===== src/rtl/mem_req_pkg.sv =====
// Shared types for the core-side memory initiator and the global memory controller core1_* port.
// Also defines the `ASSERT_KNOWN X-check macro used on block inputs.
package mem_req_pkg;
    localparam int addr_width = 32;
    localparam int data_width = 32;
    // Widest tag the request queue carries; the initiator's TAG_WIDTH must not exceed it.
    localparam int tag_width  = 4;

    typedef struct packed {
        logic                  wr;
        logic [addr_width-1:0] addr;
        logic [data_width-1:0] wr_data;
        logic [tag_width-1:0]  tag;
    } mem_req_t;

    typedef enum logic [1:0] {IDLE, ISSUE, WAIT} mem_init_state_e;
endpackage

`ifndef ASSERT_KNOWN
`define ASSERT_KNOWN(sig) assert property (@(posedge clk) !$isunknown(sig))
`endif


===== src/rtl/mem_req_initiator_req_fifo.sv =====
// req_fifo: synchronous request FIFO of mem_req_t with full/empty flags.
// Pointers carry one extra wrap bit so full and empty are distinguished without a counter.
module req_fifo
    import mem_req_pkg::*;
#(
    parameter int DEPTH = 4
) (
    input  logic     clk,
    input  logic     rst,
    input  logic     push,
    input  mem_req_t din,
    input  logic     pop,
    output mem_req_t dout,
    output logic     full,
    output logic     empty
);
    localparam int AW = $clog2(DEPTH);

    mem_req_t        mem [DEPTH];
    logic [AW:0]     wr_ptr, rd_ptr;

    assign empty = (wr_ptr == rd_ptr);
    assign full  = (wr_ptr[AW] != rd_ptr[AW]) && (wr_ptr[AW-1:0] == rd_ptr[AW-1:0]);
    assign dout  = mem[rd_ptr[AW-1:0]];

    always_ff @(posedge clk or negedge rst) begin
        if (!rst) begin
            wr_ptr <= '0;
            rd_ptr <= '0;
        end else begin
            if (push && !full)
                wr_ptr <= wr_ptr + (AW+1)'(1);
            if (pop && !empty)
                rd_ptr <= rd_ptr + (AW+1)'(1);
        end
    end

    always_ff @(posedge clk) begin
        if (push && !full)
            mem[wr_ptr[AW-1:0]] <= din;
    end
endmodule


===== src/rtl/mem_req_initiator.sv =====
// mem_req_initiator: queues core load/store requests and issues them one at a time on the
// controller core1_* port, returning tagged responses. MEM_REQ_TIMEOUT_EN adds a WAIT timeout abort.
module mem_req_initiator
    import mem_req_pkg::*;
#(
    parameter int QUEUE_DEPTH    = 4,
    parameter int TAG_WIDTH      = tag_width,
    parameter int TIMEOUT_CYCLES = 64
) (
    input  logic                  clk,
    input  logic                  rst,
    input  logic                  req_valid,
    output logic                  req_ready,
    input  logic                  req_wr,
    input  logic [addr_width-1:0] req_addr,
    input  logic [data_width-1:0] req_wr_data,
    input  logic [TAG_WIDTH-1:0]  req_tag,
    output logic                  resp_valid,
    input  logic                  resp_ready,
    output logic                  resp_wr,
    output logic [data_width-1:0] resp_data,
    output logic [TAG_WIDTH-1:0]  resp_tag,
    output logic                  resp_err,
    output logic                  mem_rd_req,
    output logic                  mem_wr_req,
    output logic [addr_width-1:0] mem_addr,
    output logic [data_width-1:0] mem_wr_data,
    input  logic                  mem_busy,
    input  logic                  mem_ack,
    input  logic [data_width-1:0] mem_rd_data
);
    mem_init_state_e      state, state_nxt;
    mem_req_t             in_req, head;
    logic                 full, empty;
    logic                 pop, capture, abort;
    logic                 cur_wr;
    logic [TAG_WIDTH-1:0] cur_tag;
    logic                 timed_out;
    logic                 ack_stray_ok;

    assign in_req    = '{wr: req_wr, addr: req_addr, wr_data: req_wr_data, tag: tag_width'(req_tag)};
    assign req_ready = !full;

    req_fifo #(.DEPTH(QUEUE_DEPTH)) u_fifo (
        .clk   (clk),
        .rst   (rst),
        .push  (req_valid),
        .din   (in_req),
        .pop   (pop),
        .dout  (head),
        .full  (full),
        .empty (empty)
    );

    always_ff @(posedge clk or negedge rst) begin
        if (!rst) state <= IDLE;
        else      state <= state_nxt;
    end

    always_comb begin
        state_nxt = state;
        pop       = 1'b0;
        capture   = 1'b0;
        abort     = 1'b0;
        case (state)
            // The single response slot must be free before another request goes out.
            IDLE:  if (!empty && !resp_valid) begin
                       pop       = 1'b1;
                       state_nxt = ISSUE;
                   end
            ISSUE: state_nxt = WAIT;
            WAIT:  if (mem_ack) begin
                       capture   = 1'b1;
                       state_nxt = IDLE;
                   end else if (timed_out) begin
                       abort     = 1'b1;
                       state_nxt = IDLE;
                   end
            default: state_nxt = IDLE;
        endcase
    end

    always_ff @(posedge clk or negedge rst) begin
        if (!rst) begin
            mem_rd_req  <= 1'b0;
            mem_wr_req  <= 1'b0;
            mem_addr    <= '0;
            mem_wr_data <= '0;
            cur_wr      <= 1'b0;
            cur_tag     <= '0;
            resp_valid  <= 1'b0;
            resp_wr     <= 1'b0;
            resp_data   <= '0;
            resp_tag    <= '0;
        end else begin
            mem_rd_req <= pop && !head.wr;
            mem_wr_req <= pop && head.wr;
            if (pop) begin
                mem_addr    <= head.addr;
                mem_wr_data <= head.wr_data;
                cur_wr      <= head.wr;
                cur_tag     <= TAG_WIDTH'(head.tag);
            end
            if (resp_valid && resp_ready)
                resp_valid <= 1'b0;
            if (capture || abort) begin
                resp_valid <= 1'b1;
                resp_wr    <= cur_wr;
                resp_tag   <= cur_tag;
                resp_data  <= (capture && !cur_wr) ? mem_rd_data : '0;
            end
        end
    end

`ifdef MEM_REQ_TIMEOUT_EN
    localparam int CW = $clog2(TIMEOUT_CYCLES + 1);
    localparam logic [CW-1:0] CNT_LAST = CW'(TIMEOUT_CYCLES - 1);

    logic [CW-1:0] wait_cnt;
    logic          abandoned;

    // wait_cnt counts completed WAIT cycles; the abort lands after TIMEOUT_CYCLES of them.
    assign timed_out    = (wait_cnt == CNT_LAST);
    assign ack_stray_ok = abandoned;

    always_ff @(posedge clk or negedge rst) begin
        if (!rst) begin
            wait_cnt  <= '0;
            abandoned <= 1'b0;
            resp_err  <= 1'b0;
        end else begin
            wait_cnt <= (state == WAIT) ? wait_cnt + CW'(1) : '0;
            if (abort)        abandoned <= 1'b1;
            else if (capture) abandoned <= 1'b0;
            if (capture || abort)
                resp_err <= abort;
        end
    end
`else
    assign timed_out    = 1'b0;
    assign ack_stray_ok = 1'b0;
    assign resp_err     = 1'b0;
`endif

    `ASSERT_KNOWN(rst);
    `ASSERT_KNOWN(req_valid);
    `ASSERT_KNOWN(mem_ack);
    `ASSERT_KNOWN(resp_ready);

    a_ack_in_wait: assert property (@(posedge clk) disable iff (!rst)
        mem_ack |-> (state == WAIT || ack_stray_ok));
    a_busy_issue: assert property (@(posedge clk) disable iff (!rst)
        (state == ISSUE) |-> !mem_busy);
    a_req_excl: assert property (@(posedge clk) disable iff (!rst)
        !(mem_rd_req && mem_wr_req));
endmodule


===== config.mk =====
export PLATFORM = sky130hd
export DESIGN_NAME = mem_req_initiator
export DESIGN_NICKNAME = d
export VERILOG_FILES = /design/src/rtl/mem_req_pkg.sv /design/src/rtl/mem_req_initiator_req_fifo.sv /design/src/rtl/mem_req_initiator.sv
export SDC_FILE = /design/constraint.sdc
export NUM_CORES = 1
export LEC_CHECK = 0
export ABC_AREA = 1
export ABC_CLOCK_PERIOD_IN_PS = 5800
export CAP_MARGIN = 20
export CORE_UTILIZATION = 50
export CTS_BUF_LIST = sky130_fd_sc_hd__clkbuf_8
export DETAILED_ROUTE_END_ITERATION = 7
export GPL_ROUTABILITY_DRIVEN = 0
export GPL_TIMING_DRIVEN = 0
export HOLD_SLACK_MARGIN = 0.15
export PLACE_DENSITY = 0.74
export SYNTH_ARGS = -nofsm -noshare
export SYNTH_HDL_FRONTEND = slang
export SYNTH_HIERARCHICAL = 1
export SYNTH_SLANG_ARGS = --single-unit

===== constraint.sdc =====
create_clock -name clk -period 5.8 [get_ports clk]
set_input_delay 1.45 -clock clk [delete_from_list [all_inputs] [get_ports clk]]
set_output_delay 1.45 -clock clk [all_outputs]
set_load 0.03 [all_outputs]

==> results.cfg, run 1 <==
[drt]
drt-total-wl_mm = 35.32
viasPerCell = 5.319
drt-pass1-iter-count = 5
antenna_left = 0
vias = 10250
wire_per_inst_um = 18.33
drt_iter0_drc = 824
drc = 0

[floorplanning]
core_mm2 = 0.02964
die_h_um = 175.6
die_w_um = 175.6
rows = 63
pin_count = 213
initial_core_util_pct = 50.85
die_area_mm2 = 0.03084

[clock_network]
clock_sinks = 393
cts_setup_buffers = 0
clock_latency_ps = 600
clkTransAtPathRegs_ps = 60
numCtsBuffers = 60
h-tree-depth = 2
ctsResizeCount = 0
hold_buffers = 0
cts_tree = built
cts_root_buf = clkbuf_8
clockBufferDepth = 3

[setup_path]
crit_path_start_kind = flip-flop
cp_data_required_time_ps = 4350
crit_fanout = 10
r2r_cells = 8
path_class = flip-flop to output pin
cp.arrival_ps = 2570
endpoint_kind = output pin

[timing]
skew_ps = 13.09
setup_viol_count_final = 0
fin_crit_ps = 4023
rsz0062_at_grt = no
fmax_ghz = 0.2486
slew_headroom_pct = 36.39
setup_ws_ps = 1777
slew_violations = 0
worst_pin_slew_ps = 951.9
finalCritPeriodShare_pct = 69.36
hold_violations = 0

[power]
seqPwrFrac_pct = 37.4
p_switching_mw = 4.374
intPower_mw = 6.839
swShare_pct = 39.01
p_comb_share_pct = 41.4
worst_ir_drop_vdd_mv = 0.2696
leakage_nw = 7.553
powerDensity_mw_per_mm2 = 585.1
clkPwrFrac_pct = 21.2

[final_layout]
instances_no_fill = 1927
layout.nets = 1598
post-route-util_pct = 64.66
fillers = 2268
drive_gt1_share_pct = 11.21
synthToLayoutAreaGrowth_pct = 27.16

[placed_design]
dp_slack_ps = 2236
port-buffer-count = 210
hpwl_mm = 22.35
placed_cells = 1814

[status]
status = finished clean

[hold_path]
hold_depth = 2
worstHoldPathType = flip-flop to flip-flop

[synth]
synth_edf_count = 276
synthTopCellsByArea = edfxtp_1 55%, dfrtp_1 19%, nand2_1 5.9%
synth_top_family_by_area = simple AND/OR/NAND/NOR gates
synth-main-ff-cell = edfxtp_1
ys_seq_elements = 393
synth_nets = 1318
ys_top_cells_by_count = 276 x edfxtp_1, 238 x nand2_1, 142 x nor2_1
yosys_warnings = 6
synth_cell_types = 24
synth_async_sr_flop_share_pct = 29.77
synthXorXnorAreaFrac_pct = 0.1660
synth_top_area_share_pct = 54.99
yosysMostFrequentCell = edfxtp_1
synth_mux_area_share_pct = 0
ys_seq_area_share_pct = 74.42
syn-instance-count = 1206
synth_top_area_cell = edfxtp_1
avgSynthCellArea_um2 = 12.50
synth_area_mm2 = 0.01507
synthSimpleGateAreaFrac_pct = 13.66
synth_fa_ha_area_share_pct = 0.4151
synth_compound_area_share_pct = 7.580

[run]
maxCapViolCount = 0

[global_route]
antenna_found_initial = 2
grt_max_degree = 91
grt_pass1_vias = 10310
overflow = 0
grt_pass1_wl_mm = 55.16
grt_usage_pct = 23.18
worst max-delay path, cell delays in order, from the launching register on:
cell,delay (ps)
dfrtp_1,600
buf_6,230
inv_4,70
nand2_1,70
nand2_2,80
nand3_4,120
inv_2,40
inv_1,90
clkdlybuf4s50_1,680
cell usage in the layout (no fill, tap or decap), drive strengths merged, types with 2 or more instances in the layout:
master         Yosys  routed
edfxtp           276     276
nand2            242     242
clkdlybuf4s50      0     209
nor2             145     145
o21ai            141     141
dfrtp            117     117
nand3            110     110
clkbuf            25      96
o22ai             69      69
buf               52      61
inv               20      35
clkinv             0      18
bufinv             0       5
ha                 5       5
diode              0       2
clkinvlp           0       2
area by class of cell:
class	instances	area, um2	share of cell area [%]
flip-flops and latches	393	11220	58.52
multi-input cells	716	3314	17.29
repair buffers	218	2293	11.97
clock buffers	71	977.2	5.099
well taps	390	488.0	2.546
plain buffers	77	485.5	2.533
clock inverters	40	305.3	1.593
inverters	20	80.08	0.4178
diodes	2	5.005	0.02611
routing by layer:
metal	up-vias	track usage (%)	wire length (um)
li1	4835	-	-
met1	4944	30.21	14840
met2	410	39.26	17290
met3	60	4.221	2481
met4	0	7.754	709
met5	-	0	0
flip-flops by register name, summed over array words and instances, names as in the netlist:
| register | cells |
|---|---|
| u_fifo/rd_ptr | 3 |
| state | 2 |
| mem_wr_req | 1 |
| u_fifo/wr_ptr | 3 |
| resp_tag | 4 |
| resp_data | 32 |
| mem_rd_req | 1 |
| mem_addr | 32 |
| cur_wr | 1 |
| resp_wr | 1 |
| u_fifo/mem | 276 |
| cur_tag | 4 |
| mem_wr_data | 32 |
| resp_valid | 1 |
kinds of logic (layout without fill, tap and decap cells):
logic type      Yosys count  in the layout
xor+xnor                  2              2
simple gates            497            497
flops                   393            393
other cells               1              3
compound gates          211            211
buf+inv                  97            426
fa+ha+maj                 5              5
through the flow:
step                hold WS (ps)  total power, mW  instance area, um2  setup TNS [ps]
detailed placement         450.2            8.904               17880               0
floorplan                  441.9            7.085               15070               0
global placement           453.2            8.774               17660         -563020
global route               483.5            11.87               19160               0
finish                     466.9            11.21               19160               0
CTS                        467.9            11.30               19160               0
final timing paths:
kind | startpoint | endpoint | slack [ps]
worst max-delay path | u_fifo/rd_ptr[0]$_DFFE_PN0P_ | req_ready | 1780
worst min-delay path | cur_tag[3]$_DFFE_PN0P_ | resp_tag[3]$_DFFE_PN0P_ | 470
worst max register to register | u_fifo/rd_ptr[0]$_DFFE_PN0P_ | u_fifo/mem[0][57]$_DFFE_PP_ | 3100
worst min register to register | cur_tag[3]$_DFFE_PN0P_ | resp_tag[3]$_DFFE_PN0P_ | 470
max in group asynchronous | rst | mem_addr[21]$_DFFE_PN0P_ | 4320
min in group asynchronous | rst | mem_wr_data[17]$_DFFE_PN0P_ | 720
power groups by stage:
stage | clock (mW) | sequential, mW | combinational (mW)
after floorplan | 0 | 4.92 | 2.17
after global placement | 0 | 4.31 | 4.47
after detailed placement | 0 | 4.25 | 4.66
after CTS | 2.43 | 4.20 | 4.67
after global routing | 2.54 | 4.27 | 5.06
final | 2.37 | 4.20 | 4.64
Power figures use the tool's default switching activity.
==> run 2, diff against run 1 <==
- ABC_CLOCK_PERIOD_IN_PS: 5800 -> 3700
- PLACE_DENSITY: 0.74 -> 0.77
- clock period: 5.8 -> 3.7 ns (I/O delays scaled with it)
==> run 2 against run 1 <==
- sequential power rose by 56%
- sequential cell count is the same
- critical path depth did not move
- via count rose by 0.31%
- clock-buffer cell count fell by 2
- utilization down 0.35 points
- clock skew increased by 6.3 ps
- critical path type unchanged
- largest cell class unchanged
==> results.cfg, run 2 (same netlist as run 1, synthesis figures left out) <==
[clock_network]
cts_setup_buffers = 0
clock_latency_ps = 590
cts_tree = built
cts_root_buf = clkbuf_8
clock_sinks = 393
clockBufferDepth = 3
numCtsBuffers = 59
clkTransAtPathRegs_ps = 60
ctsResizeCount = 0
hold_buffers = 0
h-tree-depth = 2

[timing]
slew_headroom_pct = 43.76
worst_pin_slew_ps = 841.5
skew_ps = 19.35
rsz0062_at_grt = no
slew_violations = 0
hold_violations = 0
setup_ws_ps = 243.2
hold_slack_ps = 254.7
fin_crit_ps = 3457
setup_viol_count_final = 0
finalCritPeriodShare_pct = 93.43
fmax_ghz = 0.2893
setup_tns_ps = 0

[setup_path]
r2r_cells = 9
cp.arrival_ps = 2530
crit_path_max_incr_delay_ps = 670
cp_data_required_time_ps = 2770
path_class = flip-flop to output pin
endpoint_kind = output pin
crit_path_start_kind = flip-flop
path_depth = 8
r2r-start = u_fifo/rd_ptr[0]$_DFFE_PN0P_
path_cells = buf_6 -> inv_4 -> nand2_1 -> nand2_2 -> nand3_4 -> inv_2 -> inv_1 -> clkdlybuf4s50_1
startpoint = u_fifo/rd_ptr[0]$_DFFE_PN0P_
cp_top_family = buffers and inverters
critical_path_buf_inv_count = 5
slowest_stage = clkdlybuf4s50_1
crit_fanout = 10

[floorplanning]
die_w_um = 175.6
core_mm2 = 0.02964
die_area_mm2 = 0.03084
die_h_um = 175.6
initial_core_util_pct = 50.85
pin_count = 213
rows = 63

[placed_design]
dp_slack_ps = 522.6
port-buffer-count = 210
placed_area_mm2 = 0.01790
hpwl_mm = 22.59
placed_cells = 1815

[final_layout]
post-route-util_pct = 64.31
final_cell_mix = 276 x edfxtp_1, 238 x nand2_1, 209 x clkdlybuf4s50_1
instances_no_fill = 1929
synthToLayoutAreaGrowth_pct = 26.48
fillers = 2234
final_common_cell = edfxtp_1
layout.nets = 1598
postLayoutCellArea_mm2 = 0.01906
largest_register_ffs = 276
drive_gt1_share_pct = 10.61

[run]
maxCapViolCount = 0

[global_route]
grt_usage_pct = 22.93
grt_pass1_wl_mm = 54.21
grt_max_degree = 78
overflow = 0
grt_pass1_vias = 10090
antenna_found_initial = 3

[drt]
antenna_left = 0
drc = 0
m1WireLength_mm = 14.25
vias = 10280
wire_per_inst_um = 18.08
drt_iter0_drc = 843
viasPerCell = 5.330
top_layer_used = met5
drt-total-wl_mm = 34.88
drt-pass1-iter-count = 5
wl_met2_mm = 17.09
wl_met3_mm = 2.790

[power]
worst_ir_drop_vdd_mv = 0.4405
leakage_nw = 7.512
finalPower_mw = 17.23
powerDensity_mw_per_mm2 = 903.9

[status]
status = finished clean

[hold_path]
worstHoldPathType = primary input to asynchronous set/reset pin
-- run 2: changes by cell type in the layout (fill, tap and decap cells not counted) --
cell,delta
bufinv_16,-4
inv_6,+1
clkinv_2,-5
inv_4,+1
clkbuf_8,-2
clkinv_1,+7
buf_12,+1
inv_1,+4
clkinvlp_4,-1
-- run 2: cell type report --
type	count	area, um2	area share (%)
repair buffers	219	2313	12.14
inverters	20	80.08	0.4201
clock buffers	69	949.7	4.982
multi-input cells	716	3314	17.39
flip-flops and latches	393	11220	58.84
plain buffers	77	485.5	2.547
well taps	390	488.0	2.560
diodes	2	5.005	0.02626
clock inverters	43	209.0	1.096
-- run 2: where the power goes --
group | internal [mW] | switching [mW] | total, mW
sequential | 6.07 | 0.499 | 6.57
clock | 1.77 | 1.58 | 3.35
combinational | 2.57 | 4.74 | 7.32
total | 10.4 | 6.82 | 17.2
-- run 2: path summary, 6_finish.rpt --
check / to / slack, ps
min in group clk: resp_tag[0]$_DFFE_PN0P_ / 470
max in group asynchronous: mem_addr[17]$_DFFE_PN0P_ / 2700
min reg2reg: resp_tag[0]$_DFFE_PN0P_ / 470
min: mem_wr_data[21]$_DFFE_PN0P_ / 250
max reg2reg: u_fifo/mem[1][65]$_DFFE_PP_ / 890
max: req_ready / 240
-- run 2: per-layer routing --
layer / up-vias / global-route usage (%)
li1: 4842 / -
met3: 66 / 3.983
met2: 476 / 38.65
met4: 2 / 8.043
met1: 4895 / 30.06
met5: - / 0
==> run 3, diff against run 2 <==
- CTS_CLUSTER_DIAMETER: unset -> 50
- SLEW_MARGIN: unset -> 40
==> run 3 against run 2 <==
- global-route usage is 0.12 points higher
- non-clock buffer count grew 7
- design area up 1.0%
- combinational power up 1%
- critical path depth stayed put
- first-iteration DRC count fell by 5.8%
- wire length rose by 1.0%
- via count is essentially flat
- critical path type unchanged
- largest power group unchanged
- highest routed layer unchanged
==> results.cfg, run 3 (same netlist as run 1, synthesis figures left out) <==
[status]
status = finished clean

[global_route]
antenna_found_initial = 2
grt_pass1_wl_mm = 54.72
grt_max_degree = 75
overflow = 0
grt_usage_pct = 23.05
grt_pass1_vias = 10180

[setup_path]
cp_top_family = buffers and inverters
slowest_stage = clkdlybuf4s50_1
crit_fanout = 10
critical_path_buf_inv_count = 5
cp_data_required_time_ps = 2770
crit_path_max_incr_delay_ps = 680
crit_path_start_kind = flip-flop
path_class = flip-flop to output pin
r2r_cells = 13
path_cells = buf_6 -> inv_4 -> nand2_1 -> nand2_2 -> nand3_4 -> inv_2 -> inv_1 -> clkdlybuf4s50_1
cp.arrival_ps = 2540
path_depth = 8
endpoint_kind = output pin

[timing]
setup_ws_ps = 234.4
rsz0062_at_grt = no
skew_ps = 20.73
slew_violations = 0
fmax_ghz = 0.2885
setup_viol_count_final = 0
hold_violations = 0
slew_headroom_pct = 61.29
setup_tns_ps = 0
finalCritPeriodShare_pct = 93.67
worst_pin_slew_ps = 580.7
fin_crit_ps = 3466

[final_layout]
fillers = 2197
postLayoutCellArea_mm2 = 0.01926
drive_gt1_share_pct = 11.47
instances_no_fill = 1934
final_cell_mix = 276 x edfxtp_1, 238 x nand2_1, 209 x clkdlybuf4s50_1
final_common_cell = edfxtp_1
largest_register_ffs = 276
synthToLayoutAreaGrowth_pct = 27.78
layout.nets = 1605

[clock_network]
clock_sinks = 393
hold_buffers = 0
ctsResizeCount = 0
clockBufferDepth = 3
clock_latency_ps = 590
clkTransAtPathRegs_ps = 60
cts_tree = built
h-tree-depth = 2
numCtsBuffers = 59
cts_root_buf = clkbuf_8
cts_setup_buffers = 0

[drt]
drt-pass1-iter-count = 5
drt-total-wl_mm = 35.24
drc = 0
wire_per_inst_um = 18.22
viasPerCell = 5.316
vias = 10280
antenna_left = 0
drt_iter0_drc = 794

[floorplanning]
pin_count = 213
initial_core_util_pct = 50.85
die_h_um = 175.6
die_w_um = 175.6
rows = 63
core_mm2 = 0.02964
die_area_mm2 = 0.03084

[hold_path]
worstHoldPathType = primary input to asynchronous set/reset pin

[power]
p_switching_mw = 6.862
seqPwrFrac_pct = 37.5
intPower_mw = 10.63
powerDensity_mw_per_mm2 = 908.2
p_comb_share_pct = 42.4
clkPwrFrac_pct = 20.0
swShare_pct = 39.23
finalPower_mw = 17.49
leakage_nw = 7.616
worst_ir_drop_vdd_mv = 0.4438

[placed_design]
dp_slack_ps = 718.1
placed_cells = 1822
placed_area_mm2 = 0.01803
hpwl_mm = 23.11
port-buffer-count = 210

[run]
maxCapViolCount = 0
[run 3: cell types whose count changed in the layout (fill, tap and decap cells not counted)]
cell	before	now
inv_4	3	1
clkbuf_8	69	76
clkinv_1	12	4
clkinv_4	0	1
diode_2	2	1
clkinvlp_4	1	0
buf_6	16	15
buf_16	4	8
buf_12	5	0
buf_8	0	9
clkinv_2	8	10
[run 3: worst paths after layout]
path | slack, ps | endpoint | from
hold / removal | 220 | mem_wr_data[21]$_DFFE_PN0P_ | rst
min in group clk | 470 | mem_wr_data[4]$_DFFE_PN0P_ | mem_wr_data[4]$_DFFE_PN0P_
setup / recovery | 230 | req_ready | u_fifo/rd_ptr[0]$_DFFE_PN0P_
hold reg to reg | 470 | mem_wr_data[4]$_DFFE_PN0P_ | mem_wr_data[4]$_DFFE_PN0P_
setup reg to reg | 1050 | u_fifo/rd_ptr[1]$_DFFE_PN0P_ | u_fifo/rd_ptr[0]$_DFFE_PN0P_
max in group asynchronous | 2760 | mem_addr[18]$_DFFE_PN0P_ | rst
[run 3: metal layers]
| metal | track usage, % | wire length, um | up-vias |
|---|---|---|---|
| met3 | 3.766 | 2354 | 77 |
| met2 | 39.15 | 17500 | 400 |
| met1 | 30.44 | 14580 | 4956 |
| met5 | 0 | 11 | - |
| met4 | 7.283 | 794 | 2 |
| li1 | - | - | 4847 |
[run 3: worst register-to-register path: stages, from the launching register on]
cell and delay (ps):
dfrtp_1 570, buf_6 250, inv_4 70, nand2_1 70, nand2_2 80, nand3_2 140, inv_2 60, nor2_4 270
nand2_2 310, buf_2 320, inv_1 140, nand2_1 100, nand2_1 70, nand2_1 60
[run 3: power groups by stage]
stage / registers [mW] / clock network (mW) / logic (mW)
final: 6.56 / 3.50 / 7.42
after global routing: 6.68 / 3.75 / 8.08
after CTS: 6.56 / 3.57 / 7.47
after detailed placement: 6.64 / 0 / 7.44
after global placement: 6.74 / 0 / 7.02
after floorplan: 7.71 / 0 / 3.40
[run 3: layout make-up]
type,count,area (um2),area share (%)
Antenna cell,1,2.502,0.01299
Buffer,77,485.5,2.521
Clock buffer,76,1046,5.432
Clock inverter,35,175.2,0.9096
Inverter,20,82.58,0.4288
Multi-Input combinational cell,716,3314,17.21
Sequential cell,393,11220,58.24
Tap cell,390,488.0,2.534
Timing Repair Buffer,226,2447,12.71
[run 3: stage by stage]
stage	hold WS, ps	utilization (%)
CTS	217.1	64.97
floorplan	441.9	-
global placement	455.6	59.59
detailed placement	450.5	60.85
global route	233.6	64.97
finish	224.5	64.97
